**src/rtl/ift_taint_monitor.sv**
```systemverilog
// ift_taint_monitor: samples Q/Q_t during a capture window, logs taint-propagation events into a record FIFO
// Ports: CLK, RST_N (sync, active-low); START/STOP/WINDOW control the window; Q/Q_t are the monitored DUT outputs;
// REC_VALID/REC_READY/REC_DATA form the record read port ({ts, Q, Q_t}); BUSY/DONE decode state;
// EVT_CNT/OVF_CNT count detected and dropped events. Define IFT_MONITOR_STICKY_EN to add STICKY_T (taint union).
module ift_taint_monitor #(
  parameter int DW    = 2,
  parameter int TW    = 32,
  parameter int DEPTH = 8,
  parameter int TSW   = 16
) (
  input  logic                 CLK,
  input  logic                 RST_N,
  input  logic                 START,
  input  logic                 STOP,
  input  logic [TSW-1:0]       WINDOW,
  input  logic [DW-1:0]        Q,
  input  logic [TW-1:0]        Q_t,
  output logic                 REC_VALID,
  input  logic                 REC_READY,
  output logic [TSW+DW+TW-1:0] REC_DATA,
  output logic                 BUSY,
  output logic                 DONE,
  output logic [15:0]          EVT_CNT,
`ifdef IFT_MONITOR_STICKY_EN
  output logic [TW-1:0]        STICKY_T,
`endif
  output logic [7:0]           OVF_CNT
);
  localparam int AW = $clog2(DEPTH);
  localparam int RW = TSW + DW + TW;
  typedef enum logic [1:0] {IDLE, RUN, FIN} state_t;
  state_t state_q, state_d;
  logic [DW-1:0] prev_q_q, prev_q_d;
  logic [TW-1:0] prev_t_q, prev_t_d;
  logic [TSW-1:0] ts_q, ts_d;
  logic [15:0] evt_q, evt_d;
  logic [7:0] ovf_q, ovf_d;
  logic [AW:0] cnt_q, cnt_d;
  logic [AW-1:0] wr_q, wr_d, rd_q, rd_d;
  logic [RW-1:0] mem [DEPTH];
  logic run, start_ok, evt, term, full, pop, push;
`ifdef IFT_MONITOR_STICKY_EN
  logic [TW-1:0] sticky_q, sticky_d;
  assign STICKY_T = sticky_q;
`endif
  assign run      = state_q == RUN;
  assign start_ok = START && !run;
  assign evt      = run && ((Q_t != prev_t_q) || ((Q_t != '0) && (Q != prev_q_q)));
  assign term     = STOP || ((WINDOW != '0) && (ts_q == WINDOW - TSW'(1)));
  assign full     = cnt_q == (AW+1)'(DEPTH);
  assign pop      = (cnt_q != '0) && REC_READY;
  // a pop frees the slot in the same cycle, so a full FIFO still accepts
  assign push     = evt && (!full || pop);
  assign REC_VALID = cnt_q != '0;
  assign REC_DATA  = REC_VALID ? mem[rd_q] : '0;
  assign BUSY      = run;
  assign DONE      = state_q == FIN;
  assign EVT_CNT   = evt_q;
  assign OVF_CNT   = ovf_q;
  always_comb begin
    state_d  = state_q;
    prev_q_d = prev_q_q;
    prev_t_d = prev_t_q;
    ts_d     = ts_q;
    evt_d    = evt_q;
    ovf_d    = ovf_q;
`ifdef IFT_MONITOR_STICKY_EN
    sticky_d = sticky_q;
`endif
    wr_d     = push ? wr_q + AW'(1) : wr_q;
    rd_d     = pop ? rd_q + AW'(1) : rd_q;
    cnt_d    = cnt_q + (AW+1)'(push) - (AW+1)'(pop);
    if (start_ok) begin
      state_d  = RUN;
      prev_q_d = Q;
      prev_t_d = Q_t;
      ts_d     = '0;
      evt_d    = '0;
      ovf_d    = '0;
`ifdef IFT_MONITOR_STICKY_EN
      sticky_d = '0;
`endif
    end else if (run) begin
      state_d  = term ? FIN : RUN;
      prev_q_d = Q;
      prev_t_d = Q_t;
      ts_d     = ts_q + TSW'(ts_q != '1);
      evt_d    = evt_q + 16'(evt && evt_q != 16'hFFFF);
      ovf_d    = ovf_q + 8'(evt && !push && ovf_q != 8'hFF);
`ifdef IFT_MONITOR_STICKY_EN
      sticky_d = sticky_q | Q_t;
`endif
    end
  end
  always_ff @(posedge CLK) begin
    if (!RST_N) begin
      state_q  <= IDLE;
      prev_q_q <= '0;
      prev_t_q <= '0;
      ts_q     <= '0;
      evt_q    <= '0;
      ovf_q    <= '0;
      cnt_q    <= '0;
      wr_q     <= '0;
      rd_q     <= '0;
`ifdef IFT_MONITOR_STICKY_EN
      sticky_q <= '0;
`endif
    end else begin
      state_q  <= state_d;
      prev_q_q <= prev_q_d;
      prev_t_q <= prev_t_d;
      ts_q     <= ts_d;
      evt_q    <= evt_d;
      ovf_q    <= ovf_d;
      cnt_q    <= cnt_d;
      wr_q     <= wr_d;
      rd_q     <= rd_d;
`ifdef IFT_MONITOR_STICKY_EN
      sticky_q <= sticky_d;
`endif
    end
  end
  always_ff @(posedge CLK) begin
    if (RST_N && push) mem[wr_q] <= {ts_q, Q, Q_t};
  end
endmodule

```
**config.mk**
```make
export PLATFORM = sky130hd
export DESIGN_NAME = ift_taint_monitor
export DESIGN_NICKNAME = d
export VERILOG_FILES = /design/src/rtl/ift_taint_monitor.sv
export SDC_FILE = /design/constraint.sdc
export NUM_CORES = 1
export LEC_CHECK = 0
export BUFFER_PORTS_ARGS = -buffer_cell sky130_fd_sc_hd__buf_2
export CAP_MARGIN = 20
export CORE_ASPECT_RATIO = 1.5
export CORE_MARGIN = 3
export CORE_UTILIZATION = 42
export DETAILED_ROUTE_END_ITERATION = 7
export PLACE_DENSITY_LB_ADDON = 0.25
export SYNTH_ARGS = -nofsm -noshare
export SYNTH_HDL_FRONTEND = slang
export SYNTH_SLANG_ARGS = --single-unit
```
**constraint.sdc**
```tcl
create_clock -name CLK -period 10.3 [get_ports CLK]
set_input_delay 0.515 -clock CLK [delete_from_list [all_inputs] [get_ports CLK]]
set_output_delay 0.515 -clock CLK [all_outputs]
set_load 0.005 [all_outputs]
```
Yosys cells after proc, flatten, opt, wreduce, memory -nomap -nowiden

Memory sizes are Yosys's and may differ from the RTL's. A register that Yosys moved wholly into a read port is not among the register bits.
Cells that the tools add are included.

Flip-flop bits (word level): 86
Bits in latches: 0
RAM bits: 400
ROM bits: 0
Bits of input ports: 55
Output and inout bits: 77
Word-level logic and storage cells: 62
Memories: 1

Memory list:

| name | depth | bits a word | read ports | clocked after Yosys merged registers in | wr ports | RTL line | RTL |
|---|---|---|---|---|---|---|---|
| mem  | 8     | 50          | 1          | 1                                       | 1        | 40       | `logic [RW-1:0] mem [DEPTH];` |

$add $sub $neg: 8
Multipliers: 0
Divide/modulo/power cells: 0
Order comparisons: 0
Equality and inequality tests: 9
Shift operators: 0
Multiplexer cells: 12
Bitwise gates (word level): 1
Reduce and logical (&&, ||, !) cells: 21

Operators by type and width:

| kind                  | count |
|---|---|
| $mux 32               | 2 |
| $mux 50               | 1 |
| $add 16x1->16         | 2 |
| $ne 16x16->1 const B  | 2 |
| $ne 32x32->1          | 1 |
| $reduce_bool 32->1    | 1 |
| $eq 16x16->1          | 1 |
| $reduce_bool 16->1    | 1 |
| $sub 16x1->16 const B | 1 |
| $logic_and 1x1->1     | 10 |
| $add 8x1->8           | 1 |
| $ne 8x8->1 const B    | 1 |
| $add 3x1->3 const B   | 2 |
| $mux 2                | 3 |
| $mux 3                | 2 |
| $add 4x1->4           | 1 |
| $eq 4x4->1 const B    | 1 |
| $mux 1                | 4 |
| $reduce_bool 4->1     | 1 |
| $sub 4x1->4           | 1 |
| $logic_not 1->1       | 3 |
| $logic_or 1x1->1      | 3 |
| $eq 2x1->1 const B    | 1 |
| $eq 2x2->1 const B    | 1 |
| 4 further kinds       | 4 |

Logic depth before layout (Yosys ltp)

Gate-level depths: netlist (run 1).

Word-level depth: 9
Gate-level depth with buffers: 17

Least setup slack after synthesis (run 1)

Ideal clock, no wire load.

Kind: flip-flop to flip-flop
From: register cnt_q[2]
To: memory mem[5][0] in the netlist's numbering, enable pin
Setup time: 0.519 ns
Arrival time: 5.085 ns
Data required time: 9.781 ns
Setup slack: 4.695 ns
Cell stages (with the launch flop): 12
Buffers on the path: 2
Cells stage by stage: dfxtp_1 > inv_1 > ha_1 > and2_1 > clkbuf_1 > inv_1 > nand2_1 > and3_1 > nor2b_1 > clkbuf_1 > nand2_1 > nor3_1

Longest elaborated chain between the ends: 7

RTL lines:

| what                         | RTL line | RTL |
|---|---|---|
| from (decl)                  | 38       | `logic [AW:0] cnt_q, cnt_d;` |
| from (signal assigned)       | 116      | `cnt_q <= cnt_d;` |
| $reduce_bool 4->1            | n/a      |  |
| named net REC_VALID          | 18       | `output logic REC_VALID,` |
| $logic_and 1x1->1            | 51       | `assign pop = (cnt_q != '0) && REC_READY;` |
| $logic_or 1x1->1             | 53       | `assign push = evt && (!full \|\| pop);` |
| $logic_and 1x1->1            | 53       |  |
| $logic_and 1x1->1            | 125      | `if (RST_N && push) mem[wr_q] <= {ts_q, Q, Q_t};` |
| $mux 1                       | 125      |  |
| $mux 1 (implied by the code) | 125      |  |
| to (decl)                    | 40       |  |

The timed path passes the listed nets, and every way through them passes these cells.

==> flow_summary.json, run 1 <==
{
  "clkSinkCount": 489,
  "p_switching_uw": 1200,
  "cts-hold-fix-buffers": 0,
  "globalplace.congestion": 0.772,
  "tritoncts_clock_tree": "done",
  "post_synth.cell_area_avg_um2": 16.4,
  "fp-row-count": 97,
  "postSynthRegisterBits": 489,
  "clkTransAtPathRegs_ps": 60,
  "grt_max_degree": 53,
  "min-delay-path-class": "input port to register",
  "number_of_maximum_capacitance_violations": 0,
  "mappedNetlistArea_mm2": 0.0199,
  "synth_async_sr_flop_share_pct": 0,
  "initial_utilization_pct": 42.5,
  "peakVddDrop_mv": 0.117,
  "switching_share_pct": 25.8,
  "syn_inst": 1212,
  "numPortBuffers": 131,
  "worst_ep_arrival_time_ps": 3300,
  "clock_insertion_delay_worst_skew_ps": 550,
  "dominantRegCellSynth": "edfxtp_1",
  "synth.top_cell.area_share_pct": 60.4,
  "finalNetCount": 1424,
  "detail-route-antenna-nets": 0,
  "first_iter_violations": 786,
  "grt.total_usage_pct": 17.4,
  "number_of_vias_per_cell": 5.35,
  "grt_pass1_wl_um": 66900,
  "top_cell_type_by_total_area_after_synthesis": "edfxtp_1",
  "post-synth-top-count-cell": "edfxtp_1",
  "run_status": "complete, no violations",
  "worst_pin_slew_ps": 958,
  "clock_power_share_pct": 32.7,
  "leakage_uw": 0.00742,
  "post_synth_most_frequent_cells": "400 x edfxtp_1, 109 x nand2_1, 100 x mux4_2, 99 x nor2_1, 89 x dfxtp_1",
  "synth_area_leaders": "edfxtp_1 60%, mux4_2 11%, dfxtp_1 9.0%, mux2i_1 2.8%, xnor2_1 2.2%",
  "via_count": 10600,
  "clock_tree.htree_level_count": 2,
  "timing.final.hold_violations": 0,
  "cp.required_ps": 9790,
  "post_synth_num_cell_types": 49,
  "synth_enable_flop_cells": 400,
  "p_seq_share_pct": 48.1,
  "path_max_fanout": 44,
  "die_height_um": 272,
  "ioPinCount": 132,
  "worstSetupStartpointType": "register",
  "first_pass_iters": 5,
  "report.final.slew_viol_count": 0,
  "design.core.area_mm2": 0.0467,
  "grt.overflow.total": 0,
  "ctsLongestPathBuffers": 3,
  "cts_post_setup_buffers_inserted": 0,
  "synth-seq-area-share_pct": 69.4,
  "internal_power_uw": 3460,
  "drt-total-wl_um": 42600,
  "grt_antenna_before_repair": 3,
  "worst_setup_slack_after_placement_ps": 6240,
  "floorplan.die_area_mm2": 0.0500,
  "timing.clock.skew_ps": 13.6,
  "final_period_minus_worst_setup_slack_ps": 3810,
  "combPwrFrac_pct": 19.2,
  "critical_path.endpoint_type": "output port",
  "slew_headroom_pct": 36.2,
  "first_global_vias": 11400,
  "layout-drive-gt1-share_pct": 23.9,
  "power_density_mw_per_mm2": 207,
  "ys.warnings.count": 0,
  "drt_drc_violations_left": 0,
  "timing.fmax_mhz": 262,
  "syn_nets": 1284,
  "grt_setup_unrepaired": "false",
  "cts_root_buffer": "clkbuf_16",
  "final_critical_path_setup_slack_ps": 6490,
  "post_cts_resize_count": 0,
  "setup_tns_ps": 0,
  "final_count_of_negative_setup_slack_endpoints": 0,
  "area_delta_synth_final_pct": 13.6,
  "hpwl_um": 25800,
  "path_class": "register to output port",
  "cts_made_buffers": 45,
  "die-width_um": 184,
  "route.detailed.wl_per_inst_um": 21.4,
  "post-route-period-util_pct": 37.0
}
[flip-flops by register name, summed over array words and instances (netlist names), named ones only]
| register | count |
|---|---|
| ts_q | 16 |
| prev_q_q | 2 |
| mem | 400 |
| EVT_CNT | 16 |
| rd_q | 3 |
| OVF_CNT | 8 |
| wr_q | 3 |
| cnt_q | 4 |
| prev_t_q | 32 |
| state_q | 2 |
[path summary, 6_finish.rpt]
check	end	cells after the start	slack [ps]	start
min reg2reg	prev_t_q[25]$_SDFFE_PN0P_	2	470	prev_t_q[25]$_SDFFE_PN0P_
max reg2reg	mem[7][47]$_DFFE_PP_	8	6660	prev_t_q[24]$_SDFFE_PN0P_
min	mem[4][33]$_DFFE_PP_	1	280	Q[1]
max	REC_DATA[0]	5	6490	register
[layer usage]
layer  global-route usage, %  vias up  part of all wire [%]
li1                        -     4924                     -
met1                    21.3     5441                    40
met2                    31.6      211                    54
met3                    2.86       51                   4.4
met4                    4.75        2                   2.0
met5                       0        -                 0.031
[cell usage in the layout (no fill, tap or decap), types with 35 or more instances in the layout]
cell       count
buf_2        131
nor2_1        94
xor2_1        38
nand2_1      109
xnor2_1       50
edfxtp_1     400
mux4_2       100
mux2i_1       55
clkbuf_16     45
dfxtp_1       86
a21boi_0      35
[power by group through the flow]
| stage | Clock (uW) | Combinational [uW] | Sequential (uW) |
|---|---|---|---|
| final | 1520 | 896 | 2250 |
| after global routing | 1650 | 1000 | 2260 |
| after CTS | 1570 | 930 | 2250 |
| after detailed placement | 0 | 927 | 2290 |
| after global placement | 0 | 920 | 2290 |
| after floorplan | 0 | 650 | 2230 |
[stage by stage]
| stage | area [um2] | hold WS [ps] | instances | utilization, % | total power, uW |
|---|---|---|---|---|---|
| finish | 22600 | 278 | 1985 | 48.3 | 4670 |
| global route | 22600 | 277 | 1983 | 48.3 | 4910 |
| CTS | 22600 | 253 | 1982 | 48.3 | 4750 |
| detailed placement | 21300 | 470 | 1899 | 45.5 | 3220 |
| global placement | 21300 | 465 | 1899 | 45.5 | 3210 |
| floorplan | 19900 | 453 | 1212 | - | 2880 |
[critical path: stages (launching register included)]
cell and delay (ps):
dfxtp_4 730, buf_4 810, mux4_2 590, mux2i_1 350, nor2_1 70, buf_2 150
[layout make-up]
cell class,count,area (um2)
tap,594,743
timing repair buffer,151,806
antenna,3,7.51
multi-input combinational,652,5850
inverter,13,48.8
clock buffer,69,1250
fill,3934,24100
sequential,489,13800
clock inverter,14,72.6
[logic make-up (layout without fill, tap and decap cells)]
| logic type | count (synthesis) | in the layout | synth area share, % |
|---|---|---|---|
| flops | 489 | 489 | 69.4 |
| compound gates | 72 | 72 | 2.54 |
| other cells | 0 | 3 | 0 |
| buf+inv | 71 | 247 | 1.42 |
| simple gates | 318 | 318 | 7.44 |
| xor+xnor | 88 | 88 | 3.88 |
| mux | 157 | 157 | 14.2 |
| fa+ha+maj | 17 | 17 | 1.11 |
Power figures use the tool's default switching activity.
==> inputs of run 2 (changes only) <==
==> constraint.sdc (replaced) <==
create_clock -name CLK -period 3.2 [get_ports CLK]
set_input_delay 0.16 -clock CLK [delete_from_list [all_inputs] [get_ports CLK]]
set_output_delay 0.16 -clock CLK [all_outputs]
set_load 0.005 [all_outputs]
==> run 2 against run 1 <==
- clock-buffer cell count decreased by 10
- highest routed layer is now met4
- die area unchanged
- critical path type is now input port to register
- combinational power rose to 3.6 times the previous value
==> flow_summary.json, run 2 (synthesis gave the netlist of run 1 again) <==
{
  "final_common_cell": "edfxtp_1",
  "min_path_cells": 2,
  "peakVddDrop_mv": 0.472,
  "final_period_minus_worst_setup_slack_ps": 2960,
  "timing.clock.skew_ps": 19.5,
  "clkTransAtPathRegs_ps": 70,
  "first_iter_violations": 661,
  "fp-row-count": 97,
  "leakage_uw": 0.00788,
  "cts_root_buffer": "clkbuf_16",
  "min_to": "mem[3][23]$_DFFE_PP_",
  "number_of_vias_per_cell": 5.32,
  "report.final.slew_viol_count": 0,
  "largest_register_ffs": 400,
  "setup_tns_ps": 0,
  "grt_antenna_before_repair": 2,
  "critical_path.endpoint_type": "register",
  "cts_made_buffers": 46,
  "number_of_maximum_capacitance_violations": 0,
  "initial_utilization_pct": 42.5,
  "slew_headroom_pct": 46.8,
  "finalNetCount": 1497,
  "first_global_vias": 11600,
  "cts_post_setup_buffers_inserted": 0,
  "grt_max_degree": 55,
  "final_count_of_negative_setup_slack_endpoints": 0,
  "drt-total-wl_um": 44600,
  "area_delta_synth_final_pct": 18.5,
  "cp_cell_sequence": "dlygate4sd3_1 > buf_2 > xnor2_1 > nand4_1 > nor4_1 > a31oi_1 > nor2b_1 > inv_1 > ha_1 > inv_1 > ha_1 > fa_1 > xor2_1 > and2_1",
  "hold_path.startpoint": "Q_t[23]",
  "worst_ep_arrival_time_ps": 3420,
  "post_cts_resize_count": 0,
  "design.core.area_mm2": 0.0467,
  "biggestRegsByFlops": "mem: 400 flops, prev_t_q: 32 flops",
  "run_status": "complete, no violations",
  "clock_tree.htree_level_count": 2,
  "flop2flop_setup_slack_ps": 290,
  "floorplan.die_area_mm2": 0.0500,
  "route.detailed.wl_per_inst_um": 21.7,
  "final.fill_count": 3906,
  "cts-hold-fix-buffers": 31,
  "worst_r2r_endpoint": "cnt_q[2]$_SDFF_PN0_",
  "grt.overflow.total": 0,
  "mostFrequentLayoutCells": "400 x edfxtp_1, 131 x buf_2, 108 x nand2_1, 100 x mux4_2, 94 x nor2_1",
  "min-delay-path-class": "input port to register",
  "worst_pin_slew_ps": 795,
  "tritoncts_clock_tree": "done",
  "hold-worst-slack_ps": 22.5,
  "drt_drc_violations_left": 0,
  "grt_pass1_wl_um": 69300,
  "numPortBuffers": 131,
  "max_flop_register": "mem",
  "hpwl_um": 27400,
  "path_class": "input port to register",
  "grt_setup_unrepaired": "false",
  "globalplace.congestion": 0.754,
  "crit_path_max_incr_delay_ps": 580,
  "ctsLongestPathBuffers": 3,
  "timing.fmax_mhz": 338,
  "cp.required_ps": 3650,
  "power_density_mw_per_mm2": 663,
  "grt.total_usage_pct": 18.2,
  "detail-route-antenna-nets": 0,
  "clock_insertion_delay_worst_skew_ps": 570,
  "first_pass_iters": 4,
  "r2r_start": "prev_t_q[31]$_SDFFE_PN0P_",
  "die_height_um": 272,
  "layout-drive-gt1-share_pct": 26.4,
  "via_count": 10900,
  "path_max_fanout": 11,
  "worst-r2r-cell-count": 12,
  "slowest_stage": "a31oi_1",
  "die-width_um": 184,
  "timing.final.hold_violations": 0,
  "ioPinCount": 132,
  "post-route-period-util_pct": 92.5,
  "worstSetupStartpointType": "input port",
  "clkSinkCount": 489
}
[run 2: cell type report]
type,count,area [um2],share of cell area [%]
antenna,2,5.00,0.0213
clock buffer,59,1230,5.23
clock inverter,26,210,0.893
inverter,13,48.8,0.207
multi-input combinational,652,5880,25.0
sequential,489,13800,58.6
tap,594,743,3.16
timing repair buffer,223,1620,6.90
[run 2: worst max path at each step]
| stage | start | to | slack [ps] | cells after the start |
|---|---|---|---|---|
| after floorplan | cnt_q[2]$_SDFF_PN0_ | mem[4][0]$_DFFE_PP_ | -100 | 11 |
| after global placement | Q_t[0] | cnt_q[2]$_SDFF_PN0_ | 240 | 13 |
| after detailed placement | Q_t[0] | cnt_q[2]$_SDFF_PN0_ | 200 | 13 |
| after CTS | Q_t[0] | cnt_q[2]$_SDFF_PN0_ | 200 | 14 |
| after global routing | Q_t[0] | cnt_q[2]$_SDFF_PN0_ | 30 | 14 |
| final | Q_t[16] | cnt_q[2]$_SDFF_PN0_ | 240 | 14 |
[run 2: metal layers]
metal / global-route usage [%] / up-vias / routed length, um
met2: 33.5 / 216 / 24100
met3: 2.75 / 69 / 1720
met1: 22.1 / 5601 / 17700
met4: 5.08 / 0 / 1110
met5: 0 / - / 0
li1: - / 5055 / -
[run 2: per-stage QoR]
step,power (uW),setup slack (ps),utilization (%),cell area (um2),instances
finish,15600,240,50.4,23500,2058
global route,16300,29.4,50.4,23500,2057
CTS,15800,199,50.4,23500,2056
detailed placement,10600,204,46.6,21800,1940
global placement,10500,241,46.6,21800,1940
floorplan,9290,-97.7,-,19900,1212
[run 2: worst max-delay path, delay by kind of cell]
kind,cells,cell delay [ps]
buffers and inverters,4,870
AOI/OAI and AO/OA,1,580
xor gates and xnor gates,2,330
and+or+nand+nor,4,610
adders and majority gates,3,860
[run 2: power breakdown]
| group | switching (uW) | total [uW] | internal, uW |
|---|---|---|---|
| Clock | 2350 | 5260 | 2910 |
| Combinational | 1670 | 3260 | 1590 |
| Sequential | 84.7 | 7090 | 7000 |
| Total | 4100 | 15600 | 11500 |
